**config.mk**
```make
export PLATFORM = sky130hd
export DESIGN_NAME = local_ni
export DESIGN_NICKNAME = d
export VERILOG_FILES = /design/src/rtl/local_ni.sv
export SDC_FILE = /design/constraint.sdc
export NUM_CORES = 1
export LEC_CHECK = 0
export CORE_MARGIN = 10
export CORE_UTILIZATION = 60
export CTS_CLUSTER_SIZE = 30
export DETAILED_ROUTE_END_ITERATION = 7
export DONT_BUFFER_PORTS = 1
export PLACE_DENSITY = 0.76
export SLEW_MARGIN = 20
export SYNTH_ARGS = -nofsm -noshare
export SYNTH_HDL_FRONTEND = slang
export SYNTH_SLANG_ARGS = --single-unit
```
**constraint.sdc**
```tcl
create_clock -name clk -period 5 [get_ports clk]
set_clock_uncertainty 0.2 [all_clocks]
set_input_delay 1 -clock clk [delete_from_list [all_inputs] [get_ports clk]]
set_output_delay 1 -clock clk [all_outputs]
set_load 0.005 [all_outputs]
```
**src/rtl/local_ni.sv**
```systemverilog
// Local-port network interface for the bufferless BLESS router.
// Injection side: core flits are time-stamped into a circular queue whose head
// drives the router's local input and is popped on any injection grant.
// Ejection side: every valid flit leaving the router is captured into a FIFO
// that drains to the core; the router is never back-pressured.

`ifndef DATA_WIDTH
`define DATA_WIDTH 32
`endif
`ifndef TIME_WIDTH
`define TIME_WIDTH 8
`endif
`ifndef VALID_POS
`define VALID_POS 31
`endif
`ifndef TIME_POS
`define TIME_POS 22
`endif

module local_ni #(
  parameter int unsigned INJ_DEPTH = 4,
  parameter int unsigned EJ_DEPTH  = 4
) (
  input  logic                   clk,
  input  logic                   reset_n,
  input  logic                   core_inj_valid,
  input  logic [`DATA_WIDTH-1:0] core_inj_data,
  output logic                   core_inj_ready,
  output logic [`DATA_WIDTH-1:0] inj_flit,
  input  logic                   inj_grant,
  input  logic [`DATA_WIDTH-1:0] ej_flit,
  output logic                   core_ej_valid,
  output logic [`DATA_WIDTH-1:0] core_ej_data,
  input  logic                   core_ej_ready,
  output logic                   ej_overflow,
  output logic [15:0]            inj_wait_cnt
);

  localparam int unsigned DW  = `DATA_WIDTH;
  localparam int unsigned TW  = `TIME_WIDTH;
  localparam int unsigned IAW = $clog2(INJ_DEPTH);
  localparam int unsigned EAW = $clog2(EJ_DEPTH);
  localparam logic [IAW:0] INJ_FULL = (IAW+1)'(INJ_DEPTH);
  localparam logic [EAW:0] EJ_FULL  = (EAW+1)'(EJ_DEPTH);

  logic [TW-1:0]  time_q;
  logic [DW-1:0]  inj_mem_q [INJ_DEPTH];
  logic [IAW-1:0] inj_wr_q, inj_rd_q;
  logic [IAW:0]   inj_cnt_q, inj_cnt_d;
  logic [15:0]    wait_q, wait_d;
  logic [DW-1:0]  ej_mem_q [EJ_DEPTH];
  logic [EAW-1:0] ej_wr_q, ej_rd_q;
  logic [EAW:0]   ej_cnt_q, ej_cnt_d;
  logic           ovf_q;

  logic          inj_push, inj_pop, ej_cap, ej_pop, ej_write, ej_drop;
  logic [DW-1:0] inj_entry;

  // Handshake decode and injection entry formatting
  always_comb begin
    core_inj_ready = (inj_cnt_q != INJ_FULL);
    inj_push       = core_inj_valid && core_inj_ready;
    inj_pop        = inj_grant && (inj_cnt_q != '0);
    core_ej_valid  = (ej_cnt_q != '0);
    ej_pop         = core_ej_valid && core_ej_ready;
    ej_cap         = ej_flit[`VALID_POS];
    // A capture on full is still accepted when the head leaves the same cycle.
    ej_write       = ej_cap && ((ej_cnt_q != EJ_FULL) || ej_pop);
    ej_drop        = ej_cap && !ej_write;
    inj_entry                   = core_inj_data;
    inj_entry[`VALID_POS]       = 1'b1;
    inj_entry[`TIME_POS +: TW]  = time_q;
  end

  // Next-state for counts and the head wait counter
  always_comb begin
    inj_cnt_d = inj_cnt_q;
    case ({inj_push, inj_pop})
      2'b10:   inj_cnt_d = inj_cnt_q + (IAW+1)'(1);
      2'b01:   inj_cnt_d = inj_cnt_q - (IAW+1)'(1);
      default: inj_cnt_d = inj_cnt_q;
    endcase
    ej_cnt_d = ej_cnt_q;
    case ({ej_write, ej_pop})
      2'b10:   ej_cnt_d = ej_cnt_q + (EAW+1)'(1);
      2'b01:   ej_cnt_d = ej_cnt_q - (EAW+1)'(1);
      default: ej_cnt_d = ej_cnt_q;
    endcase
    if (inj_pop || (inj_cnt_q == '0))  wait_d = '0;
    else if (wait_q == '1)             wait_d = wait_q;
    else                               wait_d = wait_q + 16'd1;
  end

  // Control state: time base, pointers, counts, wait counter, overflow flag
  always_ff @(posedge clk or negedge reset_n) begin
    if (!reset_n) begin
      time_q    <= '0;
      inj_wr_q  <= '0;
      inj_rd_q  <= '0;
      inj_cnt_q <= '0;
      wait_q    <= '0;
      ej_wr_q   <= '0;
      ej_rd_q   <= '0;
      ej_cnt_q  <= '0;
      ovf_q     <= 1'b0;
    end else begin
      time_q    <= time_q + TW'(1);
      inj_cnt_q <= inj_cnt_d;
      ej_cnt_q  <= ej_cnt_d;
      wait_q    <= wait_d;
      if (inj_push) inj_wr_q <= inj_wr_q + IAW'(1);
      if (inj_pop)  inj_rd_q <= inj_rd_q + IAW'(1);
      if (ej_write) ej_wr_q  <= ej_wr_q + EAW'(1);
      if (ej_pop)   ej_rd_q  <= ej_rd_q + EAW'(1);
      if (ej_drop)  ovf_q    <= 1'b1;
    end
  end

  // Queue storage; contents are only observed through the count-qualified heads
  always_ff @(posedge clk) begin
    if (inj_push) inj_mem_q[inj_wr_q] <= inj_entry;
    if (ej_write) ej_mem_q[ej_wr_q]   <= ej_flit;
  end

  // Output decode from registers only
  always_comb begin
    inj_flit     = (inj_cnt_q != '0) ? inj_mem_q[inj_rd_q] : '0;
    core_ej_data = (ej_cnt_q != '0) ? ej_mem_q[ej_rd_q] : '0;
    ej_overflow  = ovf_q;
    inj_wait_cnt = wait_q;
  end

endmodule

```
== Yosys cells after proc, flatten, opt, wreduce, memory -nomap -nowiden ==
Memories as Yosys holds them, arrays and structs flattened.
Cells that the tools add are included.
Operators by class
  mux-type cells: 10
  reductions and logical operators: 13
  eq/ne operators: 8
  add/sub/neg operators: 10
Operator list (number)
  32-bit 2-to-1 mux: 2
  16-bit 2-to-1 mux: 2
  16-bit by 1-bit adder with 16-bit output (second input constant): 1
  16-bit equality test (second input constant): 1
  3-bit case mux with 2 select lines: 2
  2-bit by 1-bit adder with 2-bit output (second input constant): 4
  8-bit by 1-bit adder with 8-bit output (second input constant): 1
  3-bit by 1-bit adder with 3-bit output (second input constant): 2
  3-bit inequality test (second input constant): 2
  3-bit nonzero test: 2
  3-bit by 1-bit subtractor with 3-bit output (second input constant): 2
  1-bit logical AND: 5
  2-bit by 1-bit equality test with 1-bit output (second input constant): 2
  2-bit equality test (second input constant): 2
  1-bit 2-to-1 mux: 4
  2-bit nonzero test: 2
  3-bit logical NOT: 1
  1-bit logical OR: 2
  2-bit inequality test (second input constant): 1
  1-bit logical NOT: 1
Word-level totals
  flip-flop bits (word level): 39
  memories: 2
  memory bits (writable): 252
  word-level logic and storage cells: 52
  output and inout bits: 83
Memories
  ej_mem_q: words 4, width 32, rd ports 1, clocked after Yosys merged registers in 0, wr ports 1, RTL line 51  | logic [DW-1:0] ej_mem_q [EJ_DEPTH];
  inj_mem_q: words 4, width 31, rd ports 1, clocked after Yosys merged registers in 0, wr ports 1, RTL line 47  | logic [DW-1:0] inj_mem_q [INJ_DEPTH];

== Longest topological paths before layout ==
Gate-level depths: netlist (run 1).
  depth in word-level cells: 6
  gate-level depth with buffers: 10

== Worst setup path after synthesis (run 1) ==
OpenSTA, ideal clock, no wires.
  path kind: input to register
  start: input core_ej_ready
  end: memory ej_mem_q[0][0] (netlist name), enable pin
  data required time: 4.408 ns
  path slack: 1.954 ns
  stages: 5
  arrival: 2.454 ns
  library setup time: 0.392 ns
  path through: buf_2 > nand2b_1 > nor3_1 > nor2b_1 > and2_1
On the way
  word-level cells in the longest chain between the ends: 5
RTL lines
  start: declaration: RTL line 34  | input logic core_ej_ready,
  1-bit logical AND: RTL line 65  | ej_pop = core_ej_valid && core_ej_ready;
  1-bit logical OR: RTL line 68  | ej_write = ej_cap && ((ej_cnt_q != EJ_FULL) || ej_pop);
  1-bit logical AND: RTL line 68
  1-bit 2-to-1 mux: RTL line 122  | if (ej_write) ej_mem_q[ej_wr_q] <= ej_flit;
  1-bit 2-to-1 mux (not written as such): RTL line 122
  end: declaration: RTL line 51
No other way between the ends.

== Worst setup path after layout (run 1) ==
  start: register ej_rd_q[0]
  end: output core_ej_data[26]
On the way
  word-level cells in the longest chain between the ends: 2
RTL lines
  start: declaration: RTL line 52  | logic [EAW-1:0] ej_wr_q, ej_rd_q;
  start signal: assignment: RTL line 114  | if (ej_pop) ej_rd_q <= ej_rd_q + EAW'(1);
  memory read 4 x 32 bit
  32-bit 2-to-1 mux: RTL line 128  | core_ej_data = (ej_cnt_q != '0) ? ej_mem_q[ej_rd_q] : '0;
  end: declaration: RTL line 33  | output logic [`DATA_WIDTH-1:0] core_ej_data,
No other way between the ends.

==> results of run 1 <==
## power by group through the flow
stage / Clock [mW] / Combinational, mW / Sequential (mW)
2_1_floorplan: 0 / 1.56 / 3.32
3_3_place_gp: 0 / 1.78 / 3.55
3_5_place_dp: 0 / 1.85 / 3.58
4_1_cts: 2.15 / 1.88 / 3.53
5_1_grt: 2.23 / 2.01 / 3.58
6_report: 2.10 / 1.82 / 3.51
## worst max-delay path, cell delays in order (launching register included)
cell	delay (ps)
dfrtp_2	830
buf_4	390
mux4_2	550
and2_1	210
## layout by cell type (no fill, tap or decap), drive strengths merged, types with 8 or more instances in the layout
cell / netlist / routed
xnor2: 10 / 10
ha: 11 / 11
edfxtp: 252 / 252
and2: 70 / 70
nand2: 8 / 8
mux4: 63 / 63
inv: 13 / 14
clkbuf: 14 / 36
clkinv: 0 / 12
nor2: 11 / 11
dfrtp: 39 / 39
xor2: 8 / 8
buf: 12 / 14
## through the flow
stage                     cells  hold WS (ps)
final                       900           114
after global routing        900           115
after CTS                   900           100
after detailed placement    846           282
after global placement      845           272
after floorplan             599           251
## layer usage
metal	track usage, %	wire [um]	up-vias
met5	0	0	-
met4	3.20	319	0
met3	7.26	2130	27
met2	27.5	10600	164
met1	19.4	7860	2816
li1	-	-	2406
## sequential cells by signal, indices dropped and copies added, names as in the netlist
register	cells
inj_mem_q	124
inj_rd_q	2
ej_wr_q	2
ej_rd_q	2
ej_overflow	1
ej_cnt_q	3
time_q	8
inj_cnt_q	3
ej_mem_q	128
inj_wait_cnt	16
inj_wr_q	2
## worst paths after layout
kind	start	endpoint	slack, ps	cells after the start
max	ej_rd_q[0]	core_ej_data[26]	1280	3
min	reset_n	inj_wr_q[0]	110	1
max reg2reg	ej_cnt_q[1]	ej_cnt_q[1]	2100	7
min reg2reg	inj_cnt_q[2]	inj_cnt_q[2]	290	1
max in group asynchronous	reset_n	inj_rd_q[0]	4260	1
min in group clk	inj_cnt_q[2]	inj_cnt_q[2]	290	1
## final cells by class
type,instances,area (um2)
Clock inverter,17,181
Inverter,13,48.8
Tap cell,260,325
Multi-Input combinational cell,269,2900
Fill cell,1188,5950
Clock buffer,36,752
Timing Repair Buffer,14,125
Sequential cell,291,8550
## kinds of logic (layout without fill, tap and decap cells)
family	count (synthesis)	count (layout)
compound gates	35	35
xor+xnor	18	18
fa+ha+maj	13	13
buf+inv	39	80
flops	291	291
mux	69	69
simple gates	134	134
==> impl.org, run 1 <==
** Run status
- Result of the run :: completed

** Floorplan
- Std cell rows :: 50
- Chip Height :: 159 um
- Initial Util :: 61.6%
- Io pins :: 152
- Core Footprint :: 18800 um2
- Chip width :: 159 um
- The floorplan step defined a die boundary enclosing 25300 um2.

** Global route
- Global routing consumed, over all layers together, 16.4% of the routing resources.
- Total congestion overflow after global routing :: 0
- The first global-routing pass estimated 33600 um of wire.
- The number of global-route vias before repair is 5861.
- Number of antenna violations at the first check in global routing :: 0
- Entering global routing, the biggest net connects 40 pins.

** Power and ir drop
- Power Density :: 577 nW/um2
- VDD IR max :: 476 uV
- Registers are responsible for 47.2% of the overall power.
- Final Total Pwr :: 7.43 mW
- Summed over all nets, the switching power comes to 2.08 mW.
- Comb pwr share :: 24.5%
- Clock network fraction of total power :: 28.2%
- Static power due to leakage :: 4.33 nW
- Net switching is 28.0% of the power.
- Internal power :: 5.35 mW

** Finish
- Cells fill 68.4% of the core in the end.
- Number of nets in the layout :: 700
- Growth of design area from synthesis to finish :: 11.1%
- Share of final-layout standard cells stronger than drive strength 1 :: 20.8%
- Final Cell Area :: 12900 um2
- Antenna diode instance count :: 0

** Yosys
- Cell types occupying the most area after synthesis :: edfxtp_1, mux4_2, dfrtp_1, and2_1, ha_1
- Proportion of synthesized flip-flops having asynchronous set or reset :: 13.4%
- The top cell type by area accounts for 65.2% of the synthesized area.
- Cell count after synthesis :: 599
- In this run, synthesis inferred 252 flip-flops with an integrated enable.
- Of the synthesized area, sequential elements account for 73.7%.
- When the netlist entered floorplanning its net count stood at 681.
- Summing every instance area after synthesis gives 11600 um2.
- Post-synth top cells :: edfxtp_1, and2_1, mux4_2
- Summing the areas of all fa, ha and maj instances in the mapped netlist gives 1.53% of the synthesized area.
- Dominant cell type by area after synthesis :: edfxtp_1
- A synthesized cell averages 19.4 um2.
- Post-synth cell types :: 52
- Share of synthesized area spent on multiplexers :: 12.8%
- Yosys synthesis warning count :: 0
- Most used flip-flop cell after synthesis :: edfxtp_1
- Most numerous cell in the Yosys netlist :: edfxtp_1
- The synthesized netlist devotes 2.03% of its cell area to compound gates.
- Post-synthesis register bit count :: 291
- By area, the combinational part of the netlist is dominated by multiplexers.
- Summing the areas of all xor and xnor instances in the mapped netlist gives 1.36% of the synthesized area.
- Post-synthesis simple-gate area fraction :: 7.27%

** Route
- The first TritonRoute pass finished after 4 iterations.
- Final routed wirelength across all metal layers :: 20900 um
- Wire per inst :: 23.2 um
- Violation count after the first detailed-routing iteration :: 408
- Final ANT Viol Nets :: 0
- Number of remaining DRC errors :: 0
- Via total after detailed routing :: 5413
- Post-DR vias/cell :: 6.01

** Placed design
- The count of buffers added on input and output ports is 0.
- At the placement stage, the worst setup path has a slack of 1740 ps.
- The HPWL after detailed placement is 13200 um.
- Routability cong. :: 0.767
- After detailed placement, the total cell area comes to 11900 um2.

** STA
- Final Slew Violations :: 0
- Number of failing hold endpoints at the final stage :: 0
- Final period util :: 74.4%
- Setup violations remaining at the end of the flow were counted as 0.
- Setup repair after global routing missed its margin :: false
- Max frequency :: 0.269 GHz
- Rel. slew slack :: 51.8%
- In the final timing run, aggregate negative setup slack is 0 ps.
- The worst path in the final design needs a cycle of 3720 ps, including I/O delays and setup.
- For the pin with the worst max-slew slack, the measured transition is 723 ps.
- Setup slack on the critical path of the routed design comes to 1280 ps.

** Clock network
- The later pin in the worst-skew pair is clocked with a latency of 520 ps.
- After clock tree synthesis, the repair step resized 0 gates.
- The clock passes through at most 3 buffers.
- Sinks on Clock Net :: 291
- Post-CTS setup buffer count :: 0
- H-tree levels :: 1
- TritonCTS built the clock tree.
- Clock Root Buffer :: clkbuf_16
- Number of buffers added by the clock tree synthesis step :: 29
- The number of hold buffers added after CTS was 1.
- CTS clock-pin slew for the worst setup and hold paths :: 60 ps

** Critical path
- STA classifies the critical path endpoint as an output port.
- Class of the most critical setup path :: flip-flop to output port
- STA puts the critical path data arrival time at 2520 ps.
- In this run the worst path has a maximum fanout of 22.
- STA classifies the critical path startpoint as a flip-flop.
- Data on the critical path is required at its endpoint by 3800 ps.

** Run
- Max-cap violations in this run came to 0.

** Hold path
- The tightest min-delay check is of the input pin to asynchronous set/reset pin type.
Note: power is estimated with default switching activity, not from simulation.
==> run 2, diff against run 1 <==
CORE_UTILIZATION = 57   (was 60)
PLACE_DENSITY = 0.75   (was 0.76)
clock period = 3.2 ns   (was 5 ns; I/O delays follow)
==> run 2 against run 1 <==
Clock power increased by 51%. Non-clock buffer count rose by 58. Cell area is 4.7% higher. Largest cell class unchanged. Critical path depth did not move.
==> impl.org, run 2 (synthesized netlist as in run 1, its figures left out) <==
** Clock network
- Number of buffers added by the clock tree synthesis step :: 29
- H-tree levels :: 1
- Sinks on Clock Net :: 291
- The cell sitting at the root of the clock tree is a clkbuf_16.
- Once the clock tree was built, the resizer swapped 0 gates to a different size.
- TritonCTS clock tree :: built
- Clock-pin slew was measured on the worst setup and hold paths at 60 ps.
- The clock passes through at most 3 buffers.
- Hold-fix buffer count after cts :: 57
- At the later pin of the worst-skew pair, clock insertion delay measures 530 ps.
- Once the clock tree was built, the setup fixing pass inserted 0 buffers.

** Power and ir drop
- Clock network fraction of total power :: 27.2%
- For this design the static power due to leakage is 4.59 nW.
- Fraction of power consumed by sequential logic :: 45.3%
- Internal power :: 8.34 mW
- The share of total power dissipated in combinational logic is 27.6%.
- The analysis attributes to net switching a power of 3.34 mW.
- VDD IR max :: 677 uV
- Share of total power consumed by net switching :: 28.6%
- In this run the power density over the cells is 866 nW/um2.

** Placed design
- Port buffering added 0 buffers.
- Final HPWL DP :: 13500 um
- Routability cong. :: 0.836
- Pre-CTS WS :: 699 ps

** STA
- Setup violations remaining at the end of the flow were counted as 0.
- In this run the tightest slew margin relative to its limit is 60.5%.
- For the final routed database, the setup TNS stands at 0 ps.
- Final period demand of the worst path :: 3020 ps
- Number of failing hold endpoints at the final stage :: 0
- Setup repair after global routing left no endpoint under its margin.
- For the pin with the worst max-slew slack, the measured transition is 593 ps.
- In the finished design, the share of the clock period the worst path needs comes to 94.4%.
- Once routing completed, OpenROAD measured the worst setup slack at 179 ps.
- Static timing analysis puts the maximum clock frequency at 0.331 GHz.
- Final Slew Violations :: 0

** Finish
- The layout has 1262 filler cells.
- Of the cells placed in the final design, the portion with a size suffix greater than 1 is 20.2%.
- Measured on the finished design, the core utilization comes to 67.1%.
- Compared with the post-synthesis result, the final layout area differs by 16.3%.
- The library cell used most frequently in the layout, excluding fill and tap cells, is edfxtp_1.
- The number of antenna diodes in the final layout is 0.
- Commonest cells after routing, fill and taps aside :: edfxtp_1, and2_1, mux4_2
- Max FFs per register :: 128
- The net count of the finished layout is 758.
- Register with the most flip-flops :: ej_mem_q

** Hold path
- Worst hold path class :: input pin to flip-flop

** Global route
- Entering global routing, the biggest net connects 40 pins.
- Number of global-route vias before repair :: 6106
- Total congestion overflow after global routing :: 0
- Wire length of the first global-routing pass :: 34800 um
- Number of antenna violations at the first check in global routing :: 0
- For this run, the total global-route usage over all layers was measured as 16.6%.

** Route
- Wire per inst :: 22.7 um
- Number of remaining DRC errors :: 0
- Post-DR vias/cell :: 5.88
- Final ANT Viol Nets :: 0
- Via total after detailed routing :: 5697
- The pre-antenna-repair detailed-routing pass consisted of 4 iterations.
- For this block, the initial DRC count from the detailed router was 322.
- Final routed wirelength across all metal layers :: 22000 um

** Run
- Max-cap violations in this run came to 0.

** Floorplan
- The floorplan step defined a die boundary enclosing 26500 um2.
- The die is 163 um tall.
- For this design the top-level I/O count stands at 152.
- For this configuration, the core starts out at a cell density of 57.7%.
- Chip width :: 163 um
- The floorplan has 52 rows.
- The region available for standard cell placement spans 20100 um2.

** Run status
- The flow ran to the end, and the final reports show no timing, DRC or antenna violations.

** Critical path
- For this run, the slowest stage of the critical path takes 630 ps.
- Startpoint kind of the worst setup timing path :: flip-flop
- Data on the critical path arrives at its endpoint at 2180 ps.
- Class of the most critical setup path :: flip-flop to output port
- Crit-path max FO :: 12
- Critical-path cell with the highest stage delay :: dfrtp_2
- Crit. End Element :: output port
- For the worst setup path, the data required time is 2360 ps.
- Setup slack, reg-to-reg :: 720 ps
- Cells traversed along the worst timing path :: buf_4, mux4_2, and2_1
run 2: changes by cell type in the layout (fill, tap and decap cells not counted), sizes merged:
cell         before  now
dlygate4sd3       0   56
buf              14   16
bufinv            4    2
clkinvlp          0    2
clkinv           12   13
run 2: power by group through the flow:
stage          logic, mW  registers [mW]  clock network [mW]
5_1_grt             3.57            5.37                3.40
3_3_place_gp        3.12            5.31                   0
4_1_cts             3.32            5.30                3.24
6_report            3.22            5.29                3.17
2_1_floorplan       2.44            5.18                   0
3_5_place_dp        3.21            5.38                   0
run 2: layout make-up:
type / count / area, um2 / area share (%)
repair buffers: 72 / 756 / 5.60
multi-input cells: 269 / 2900 / 21.5
flip-flops and latches: 291 / 8550 / 63.3
well taps: 270 / 338 / 2.50
inverters: 13 / 48.8 / 0.362
clock buffers: 36 / 762 / 5.65
clock inverters: 18 / 143 / 1.06
run 2: metrics by stage:
step / hold WS (ps) / power, mW / area [um2] / cells
2_1_floorplan: 144 / 7.63 / 11600 / 599
3_3_place_gp: 146 / 8.43 / 12000 / 858
3_5_place_dp: 146 / 8.58 / 12000 / 858
4_1_cts: 12.9 / 11.9 / 13500 / 969
5_1_grt: 19.2 / 12.3 / 13500 / 969
6_report: 39.0 / 11.7 / 13500 / 969
run 2: per-layer routing:
metal | share of wire (%) | track usage (%) | vias up | routed length [um]
met5 | 0 | 0 | - | 0
met4 | 1.7 | 3.61 | 0 | 384
met3 | 7.4 | 5.21 | 29 | 1630
met2 | 52 | 28.4 | 170 | 11300
met1 | 39 | 20.5 | 2977 | 8610
li1 | - | - | 2521 | -
run 2: critical path: cells and delay by family (launching register included):
family / cells / cell delay (ps)
buf+inv: 1 / 300
flops: 1 / 630
mux: 1 / 520
simple gates: 1 / 210
run 2: worst paths after layout:
path / startpoint / endpoint / cells past startpoint
max: ej_rd_q[0] / core_ej_data[11] / 3
min reg2reg: ej_overflow / ej_overflow / 1
max reg2reg: ej_cnt_q[1] / ej_cnt_q[1] / 7
min: ej_flit[31] / ej_overflow / 1
max in group asynchronous: reset_n / ej_rd_q[0] / 2
min in group asynchronous: reset_n / inj_wait_cnt[6] / 2
